File: config.mk
export PLATFORM = sky130hd
export DESIGN_NAME = control_sequencer_flat
export DESIGN_NICKNAME = d
export VERILOG_FILES = /design/src/rtl/cpu_ctrl_pkg.sv /design/src/rtl/control_sequencer_if.sv /design/src/rtl/opcode_decoder.sv /design/src/rtl/control_sequencer.sv /design/src/flat_wrapper.sv
export SDC_FILE = /design/constraint.sdc
export NUM_CORES = 1
export LEC_CHECK = 0
export CORE_MARGIN = 1
export CORE_UTILIZATION = 25
export DETAILED_ROUTE_END_ITERATION = 10
export GPL_TIMING_DRIVEN = 0
export SYNTH_ARGS = -nofsm -noshare
export SYNTH_HDL_FRONTEND = slang
export SYNTH_HIERARCHICAL = 1
export SYNTH_SLANG_ARGS = --single-unit
File: constraint.sdc
create_clock -name clock -period 2.4 [get_ports clock]
set_input_delay 0.48 -clock clock [delete_from_list [all_inputs] [get_ports clock]]
set_output_delay 0.48 -clock clock [all_outputs]
set_load 0.01 [all_outputs]
File: src/rtl/cpu_ctrl_pkg.sv
// Shared ISA constants, ALU operation codes, sequencer states and IR field
// positions for the hardwired control unit.
package cpu_ctrl_pkg;

  localparam int NUM_REGS = 16;

  localparam int OP_MSB = 31;
  localparam int OP_LSB = 27;
  localparam int RA_MSB = 26;
  localparam int RA_LSB = 23;
  localparam int RB_MSB = 22;
  localparam int RB_LSB = 19;
  localparam int RC_MSB = 18;
  localparam int RC_LSB = 15;

  localparam logic [4:0] OP_ADD  = 5'b00011;
  localparam logic [4:0] OP_SUB  = 5'b00100;
  localparam logic [4:0] OP_AND  = 5'b00101;
  localparam logic [4:0] OP_OR   = 5'b00110;
  localparam logic [4:0] OP_ROR  = 5'b00111;
  localparam logic [4:0] OP_ROL  = 5'b01000;
  localparam logic [4:0] OP_SHR  = 5'b01001;
  localparam logic [4:0] OP_SHRA = 5'b01010;
  localparam logic [4:0] OP_SHL  = 5'b01011;
  localparam logic [4:0] OP_DIV  = 5'b01111;
  localparam logic [4:0] OP_MUL  = 5'b10000;
  localparam logic [4:0] OP_NEG  = 5'b10001;
  localparam logic [4:0] OP_NOT  = 5'b10010;

  localparam logic [4:0] ALU_AND  = 5'b00000;
  localparam logic [4:0] ALU_OR   = 5'b00001;
  localparam logic [4:0] ALU_NOT  = 5'b00010;
  localparam logic [4:0] ALU_ADD  = 5'b00011;
  localparam logic [4:0] ALU_SUB  = 5'b00100;
  localparam logic [4:0] ALU_MUL  = 5'b00101;
  localparam logic [4:0] ALU_DIV  = 5'b00110;
  localparam logic [4:0] ALU_SHL  = 5'b00111;
  localparam logic [4:0] ALU_SHR  = 5'b01000;
  localparam logic [4:0] ALU_SHRA = 5'b01001;
  localparam logic [4:0] ALU_ROL  = 5'b01010;
  localparam logic [4:0] ALU_ROR  = 5'b01011;
  localparam logic [4:0] ALU_NEG  = 5'b01100;

  typedef enum logic [3:0] {
    IDLE, T0, T1, T2, T3, T4, T5, T6, HALT
  } state_e;

endpackage

File: src/rtl/control_sequencer_if.sv
// Sequencer <-> datapath bundle: run/IR/mem_ready in, control strobes out.
interface control_sequencer_if;
  import cpu_ctrl_pkg::*;

  logic                run;
  logic [31:0]         IR;
  logic                mem_ready;
  logic [NUM_REGS-1:0] Rin, Rout;
  logic                PCout, MARin, IncPC, read, MDRin, MDRout, IRin;
  logic                Yin, Zin, Zlowout, Zhighout, HIin, LOin;
  logic [4:0]          alu_op;
  logic                halted;

  modport master (
    input  run, IR, mem_ready,
    output Rin, Rout, PCout, MARin, IncPC, read, MDRin, MDRout, IRin,
           Yin, Zin, Zlowout, Zhighout, HIin, LOin, alu_op, halted
  );

  modport slave (
    output run, IR, mem_ready,
    input  Rin, Rout, PCout, MARin, IncPC, read, MDRin, MDRout, IRin,
           Yin, Zin, Zlowout, Zhighout, HIin, LOin, alu_op, halted
  );
endinterface

File: src/rtl/opcode_decoder.sv
// Combinational opcode -> ALU operation map plus instruction-class flags.
module opcode_decoder
  import cpu_ctrl_pkg::*;
(
  input  logic [4:0] op,
  output logic [4:0] alu_op,
  output logic       is_unary,
  output logic       is_muldiv,
  output logic       is_div,
  output logic       illegal
);
  always_comb begin
    alu_op    = ALU_AND;
    is_unary  = 1'b0;
    is_muldiv = 1'b0;
    is_div    = 1'b0;
    illegal   = 1'b0;
    case (op)
      OP_ADD:  alu_op = ALU_ADD;
      OP_SUB:  alu_op = ALU_SUB;
      OP_AND:  alu_op = ALU_AND;
      OP_OR:   alu_op = ALU_OR;
      OP_ROR:  alu_op = ALU_ROR;
      OP_ROL:  alu_op = ALU_ROL;
      OP_SHR:  alu_op = ALU_SHR;
      OP_SHRA: alu_op = ALU_SHRA;
      OP_SHL:  alu_op = ALU_SHL;
      OP_DIV:  begin alu_op = ALU_DIV; is_muldiv = 1'b1; is_div = 1'b1; end
      OP_MUL:  begin alu_op = ALU_MUL; is_muldiv = 1'b1; end
      OP_NEG:  begin alu_op = ALU_NEG; is_unary = 1'b1; end
      OP_NOT:  begin alu_op = ALU_NOT; is_unary = 1'b1; end
      default: illegal = 1'b1;
    endcase
  end
endmodule

File: src/rtl/control_sequencer.sv
// Hardwired fetch/execute sequencer: T0-T2 fetch, T3-T6 execute, with a
// bounded memory stall and a multi-cycle divide hold in T4.
module control_sequencer
  import cpu_ctrl_pkg::*;
#(
  parameter int DIV_CYCLES   = 34,
  parameter int MEM_WAIT_MAX = 15
) (
  input logic                 clock,
  input logic                 clear,
  control_sequencer_if.master bus
);
  localparam int DW = (DIV_CYCLES > 1) ? $clog2(DIV_CYCLES + 1) : 1;
  localparam int SW = (MEM_WAIT_MAX > 0) ? $clog2(MEM_WAIT_MAX + 1) : 1;

  state_e         state;
  logic [DW-1:0]  div_cnt;
  logic [SW-1:0]  stall_cnt;

  logic pc_out, mar_in, inc_pc, rd, mdr_in, mdr_out, ir_in;
  logic z_low, z_high, hi_in, halt_q;

  logic [4:0] op, dec_alu;
  logic [3:0] ra, rb, rc;
  logic       is_unary, is_muldiv, is_div, illegal;
  logic       unused_ir;

  assign op = bus.IR[OP_MSB:OP_LSB];
  assign ra = bus.IR[RA_MSB:RA_LSB];
  assign rb = bus.IR[RB_MSB:RB_LSB];
  assign rc = bus.IR[RC_MSB:RC_LSB];
  assign unused_ir = ^bus.IR[RC_LSB-1:0];

  opcode_decoder u_dec (
    .op       (op),
    .alu_op   (dec_alu),
    .is_unary (is_unary),
    .is_muldiv(is_muldiv),
    .is_div   (is_div),
    .illegal  (illegal)
  );

  // Strobes are registered from the next state; every one defaults low
  // so each is high only in the cycle its state is current.
  always_ff @(posedge clock or negedge clear) begin
    if (!clear) begin
      state     <= IDLE;
      div_cnt   <= '0;
      stall_cnt <= '0;
      {pc_out, mar_in, inc_pc, rd, mdr_in, mdr_out, ir_in} <= '0;
      {z_low, z_high, hi_in, halt_q} <= '0;
    end else begin
      {pc_out, mar_in, inc_pc, rd, mdr_in, mdr_out, ir_in} <= '0;
      {z_low, z_high, hi_in, halt_q} <= '0;
      case (state)
        IDLE: if (bus.run) begin
          state <= T0; pc_out <= 1'b1; mar_in <= 1'b1;
        end
        T0: begin
          state <= T1; inc_pc <= 1'b1; rd <= 1'b1; mdr_in <= 1'b1;
          stall_cnt <= '0;
        end
        T1: begin
          if (bus.mem_ready) begin
            state <= T2; mdr_out <= 1'b1; ir_in <= 1'b1;
          end else if (stall_cnt == SW'(MEM_WAIT_MAX)) begin
            state <= HALT; halt_q <= 1'b1;
          end else begin
            stall_cnt <= stall_cnt + 1'b1; rd <= 1'b1; mdr_in <= 1'b1;
          end
        end
        T2: state <= T3;
        T3: begin
          if (illegal) begin
            state <= HALT; halt_q <= 1'b1;
          end else if (is_unary) begin
            state <= T5; z_low <= 1'b1;
          end else begin
            state <= T4; div_cnt <= DW'(DIV_CYCLES - 1);
          end
        end
        T4: begin
          if (is_div && div_cnt != '0) div_cnt <= div_cnt - 1'b1;
          else begin state <= T5; z_low <= 1'b1; end
        end
        T5: begin
          if (is_muldiv) begin
            state <= T6; z_high <= 1'b1; hi_in <= 1'b1;
          end else if (bus.run) begin
            state <= T0; pc_out <= 1'b1; mar_in <= 1'b1;
          end else state <= IDLE;
        end
        T6: begin
          if (bus.run) begin
            state <= T0; pc_out <= 1'b1; mar_in <= 1'b1;
          end else state <= IDLE;
        end
        HALT: halt_q <= 1'b1;
        default: state <= IDLE;
      endcase
    end
  end

  // Register selects depend on IR, which the datapath only loads at the end
  // of T2, so they are decoded from the state and IR registers directly.
  logic [NUM_REGS-1:0] rout, rin;
  logic                y_in, z_in, lo_in;
  logic [4:0]          alu;

  always_comb begin
    rout  = '0;
    rin   = '0;
    y_in  = 1'b0;
    z_in  = 1'b0;
    lo_in = 1'b0;
    alu   = '0;
    case (state)
      T3: if (!illegal) begin
        rout[rb] = 1'b1;
        if (is_unary) begin alu = dec_alu; z_in = 1'b1; end
        else y_in = 1'b1;
      end
      T4: begin
        rout[rc] = 1'b1;
        alu      = dec_alu;
        z_in     = !is_div || (div_cnt == '0);
      end
      T5: if (is_muldiv) lo_in = 1'b1; else rin[ra] = 1'b1;
      default: ;
    endcase
  end

  assign bus.Rout     = rout;
  assign bus.Rin      = rin;
  assign bus.Yin      = y_in;
  assign bus.Zin      = z_in;
  assign bus.LOin     = lo_in;
  assign bus.alu_op   = alu;
  assign bus.PCout    = pc_out;
  assign bus.MARin    = mar_in;
  assign bus.IncPC    = inc_pc;
  assign bus.read     = rd;
  assign bus.MDRin    = mdr_in;
  assign bus.MDRout   = mdr_out;
  assign bus.IRin     = ir_in;
  assign bus.Zlowout  = z_low;
  assign bus.Zhighout = z_high;
  assign bus.HIin     = hi_in;
  assign bus.halted   = halt_q;
endmodule
File: src/flat_wrapper.sv
// flat-port wrapper written by rule: the top's interface ports become plain ports
module control_sequencer_flat import cpu_ctrl_pkg::*;
#(
  parameter int DIV_CYCLES   = 34,
  parameter int MEM_WAIT_MAX = 15
)
  (clock, clear, bus_run, bus_IR, bus_mem_ready, bus_Rin, bus_Rout, bus_PCout, bus_MARin, bus_IncPC, bus_read, bus_MDRin, bus_MDRout, bus_IRin, bus_Yin, bus_Zin, bus_Zlowout, bus_Zhighout, bus_HIin, bus_LOin, bus_alu_op, bus_halted);
  control_sequencer_if bus_i ();
  input logic clock;
  input logic clear;
  input wire logic [$bits(bus_i.run)-1:0] bus_run;
  input wire logic [$bits(bus_i.IR)-1:0] bus_IR;
  input wire logic [$bits(bus_i.mem_ready)-1:0] bus_mem_ready;
  output wire logic [$bits(bus_i.Rin)-1:0] bus_Rin;
  output wire logic [$bits(bus_i.Rout)-1:0] bus_Rout;
  output wire logic [$bits(bus_i.PCout)-1:0] bus_PCout;
  output wire logic [$bits(bus_i.MARin)-1:0] bus_MARin;
  output wire logic [$bits(bus_i.IncPC)-1:0] bus_IncPC;
  output wire logic [$bits(bus_i.read)-1:0] bus_read;
  output wire logic [$bits(bus_i.MDRin)-1:0] bus_MDRin;
  output wire logic [$bits(bus_i.MDRout)-1:0] bus_MDRout;
  output wire logic [$bits(bus_i.IRin)-1:0] bus_IRin;
  output wire logic [$bits(bus_i.Yin)-1:0] bus_Yin;
  output wire logic [$bits(bus_i.Zin)-1:0] bus_Zin;
  output wire logic [$bits(bus_i.Zlowout)-1:0] bus_Zlowout;
  output wire logic [$bits(bus_i.Zhighout)-1:0] bus_Zhighout;
  output wire logic [$bits(bus_i.HIin)-1:0] bus_HIin;
  output wire logic [$bits(bus_i.LOin)-1:0] bus_LOin;
  output wire logic [$bits(bus_i.alu_op)-1:0] bus_alu_op;
  output wire logic [$bits(bus_i.halted)-1:0] bus_halted;
  assign bus_i.run = bus_run;
  assign bus_i.IR = bus_IR;
  assign bus_i.mem_ready = bus_mem_ready;
  assign bus_Rin = bus_i.Rin;
  assign bus_Rout = bus_i.Rout;
  assign bus_PCout = bus_i.PCout;
  assign bus_MARin = bus_i.MARin;
  assign bus_IncPC = bus_i.IncPC;
  assign bus_read = bus_i.read;
  assign bus_MDRin = bus_i.MDRin;
  assign bus_MDRout = bus_i.MDRout;
  assign bus_IRin = bus_i.IRin;
  assign bus_Yin = bus_i.Yin;
  assign bus_Zin = bus_i.Zin;
  assign bus_Zlowout = bus_i.Zlowout;
  assign bus_Zhighout = bus_i.Zhighout;
  assign bus_HIin = bus_i.HIin;
  assign bus_LOin = bus_i.LOin;
  assign bus_alu_op = bus_i.alu_op;
  assign bus_halted = bus_i.halted;
  control_sequencer #(.DIV_CYCLES(DIV_CYCLES), .MEM_WAIT_MAX(MEM_WAIT_MAX)) u_core (.clock(clock), .clear(clear), .bus(bus_i));
endmodule
==> impl_metrics.ini <==
[timing]
period_needed_ps = 2540
setup_viol = 19
tightest_slew_ps = 947
period_share = 1.06
max_freq_ghz = 0.393
fin_tns_setup_ps = -1350
rsz0062_at_grt = yes
slew_violations = 0
slew_headroom = 0.366
skew_ps = 4.07
fin_ws_ps = -145
hold_viol = 0
fin_hold_ws_ps = 494

[status]
violations = setup timing
outcome = finished with violations

[pwr]
p_leak_nw = 1.36
p_per_area_nw_per_um2 = 603
peakVddDrop_mv = 0.260

[logic_synthesis]
synth_edf_count = 0
async_reset_ff_frac = 1.00
ys_warn_count = 6
synth-main-ff-cell = dfrtp_1
synth_fp_nets = 262
synth-seq-area-share = 0.286
synth_area_leaders = dfrtp_1, nand2b_1, nor2_1
ys_ff_latch = 21
syn_avg_cell_area_um2 = 8.25
synth_cell_types = 56
synth_top_area_share = 0.286
syn_area_um2 = 1840
postSynthCellCount = 223
synth_top_area_cell = dfrtp_1

[finish]
stdcell_count = 417
finalNetCount = 361
num_antenna_cells = 0
drive_gt1_frac = 0.411
syn2layout_area_growth_pct = 65.7
final_cell_mix = clkdlybuf4s50_1, buf_4, buf_2

[grt]
first_global_vias = 2058
grt_pass1_wl_um = 9360
antenna_found_initial = 0
grt_max_degree = 22
gr-total-overflow = 0
grt_usage = 0.150

[routing]
drt_iter0_drc = 103
route.detailed.drc = 0
dr.pass1.iters = 4
viasPerCell = 5.04
antenna_left = 0
drt-wirelength-per-cell_um = 13.6
vias = 2101
routed_wirelength_um = 5680

[clock_tree]
cts_buffers = 3
clockBufferDepth = 2
clockRootBuffer = clkbuf_8
clkTransAtPathRegs_ps = 80
clock-sinks = 21
htree_levels = 1
tritoncts = built
clock_latency_ps = 260

[setup_path]
crit_top_cell = buf_6
crit_type = in2out
required_ps = 1920
crit_family = simple AND/OR/NAND/NOR gates
crit_arrival_ps = 2060
path_buf_inv = 4
cp-end-kind = primary output
slowest_delay_ps = 260
crit_chain = buf_8, and2b_4, a21oi_2, o22a_2, nor3_4, buf_6, buf_6, nand3_4, o32ai_2, buf_2
critPathLaunchType = input pin
crit_slowest_cell = and2b_4
crit_fanout = 5

[floorplan]
io_pins = 87
chipHeight_um = 87.8
core-area_um2 = 6940
die-area_um2 = 7700
die_w_um = 87.8
num_rows = 30
initial_core_util = 0.265

[hold_path]
min_path_type = reg2reg

[place]
dp_hpwl_um = 3890
dp.cells = 386
port_buffers = 67
gp_congestion = 0.920

[job]
maxCapViolations = 0
logic make-up (layout without fill, tap and decap cells):
family                     count (synthesis)  in the layout  synth area share
and+or+nand+nor                          115            115             0.373
buffers and inverters                     24            122            0.0816
DFF                                       21             21             0.286
AOI/OAI and AO/OA                         55             55             0.216
adders and majority gates                  3              3            0.0204
other                                      1              1           0.00204
muxes                                      3              3            0.0163
xor gates and xnor gates                   1              1           0.00476
worst paths after layout:
check                               startpoint                  end  slack [ps]  cells after the start
setup / recovery                    bus_IR[30]          bus_Rout[7]        -140                     10
hold / removal             u_core/stall_cnt[3]  u_core/stall_cnt[3]         490                      1
setup reg to reg               u_core/state[3]    u_core/div_cnt[3]         510                      6
hold reg to reg            u_core/stall_cnt[3]  u_core/stall_cnt[3]         490                      1
max in group asynchronous                clear      u_core/state[1]        1080                      1
min in group asynchronous                clear    u_core/div_cnt[0]         740                      1
metrics by stage:
stage,util,total power [mW],instance area [µm²],worst slack (ps)
after global placement,0.379,1.40,2630,-1140
final,0.439,1.84,3050,-145
after global routing,0.439,1.97,3050,-229
after detailed placement,0.379,1.41,2630,-1160
after CTS,0.412,1.76,2860,-152
after floorplan,-,1.11,1840,20.0
layout make-up:
cell class	instances	area, µm²
clock inverters	1	5.00
plain buffers	14	119
fillers	668	3900
repair buffers	94	774
multi-input cells	178	1430
well taps	96	120
flip-flops and latches	21	526
inverters	10	37.5
clock buffers	3	41.3
per-layer routing:
metal  global-route usage  up-vias  share of wire  routed length (µm)
li1                     -     1011              -                   -
met2                0.251       92           0.48                2720
met3               0.0189        8          0.072                 407
met1                0.192      990           0.43                2450
met5                    0        -              0                   0
met4               0.0686        0          0.019                 107
state kept, by name, indices dropped and copies added, names as in the netlist:
signal and count:
u_core/bus.IRin 1, u_core/bus.MARin 1, u_core/bus.halted 1, u_core/state 4, u_core/div_cnt 6, u_core/bus.Zlowout 1, u_core/bus.MDRin 1, u_core/bus.HIin 1
u_core/bus.IncPC 1, u_core/stall_cnt 4
where the power goes:
group | switching, mW | total (mW) | internal, mW | leakage [nW]
Clock | 0.123 | 0.238 | 0.116 | 0.0255
Combinational | 0.538 | 1.08 | 0.543 | 1.06
Sequential | 0.0631 | 0.519 | 0.456 | 0.275
synth_stat cells (all sizes together), types with 2 or more instances:
master / count
or4: 2
nor2b: 2
o21ai: 7
inv: 10
nand2b: 15
dfrtp: 21
ha: 3
nor3: 12
nor3b: 2
a21o: 2
nand2: 17
or2: 4
nor4b: 3
and2: 6
o22ai: 14
o32ai: 6
o41ai: 3
a22oi: 2
nand3b: 4
mux2i: 3
or3b: 2
or3: 3
nand3: 13
o211ai: 2
buf: 14
nor2: 22
a21oi: 11
and3: 3
timing repair:
action,4_1_cts,5_1_grt
hold buffers,0,0
setup endpoints to repair,43,27
setup buffers,14,13
resized for setup,157,39
pin swaps,16,15
Note: power is estimated with default switching activity, not from simulation.
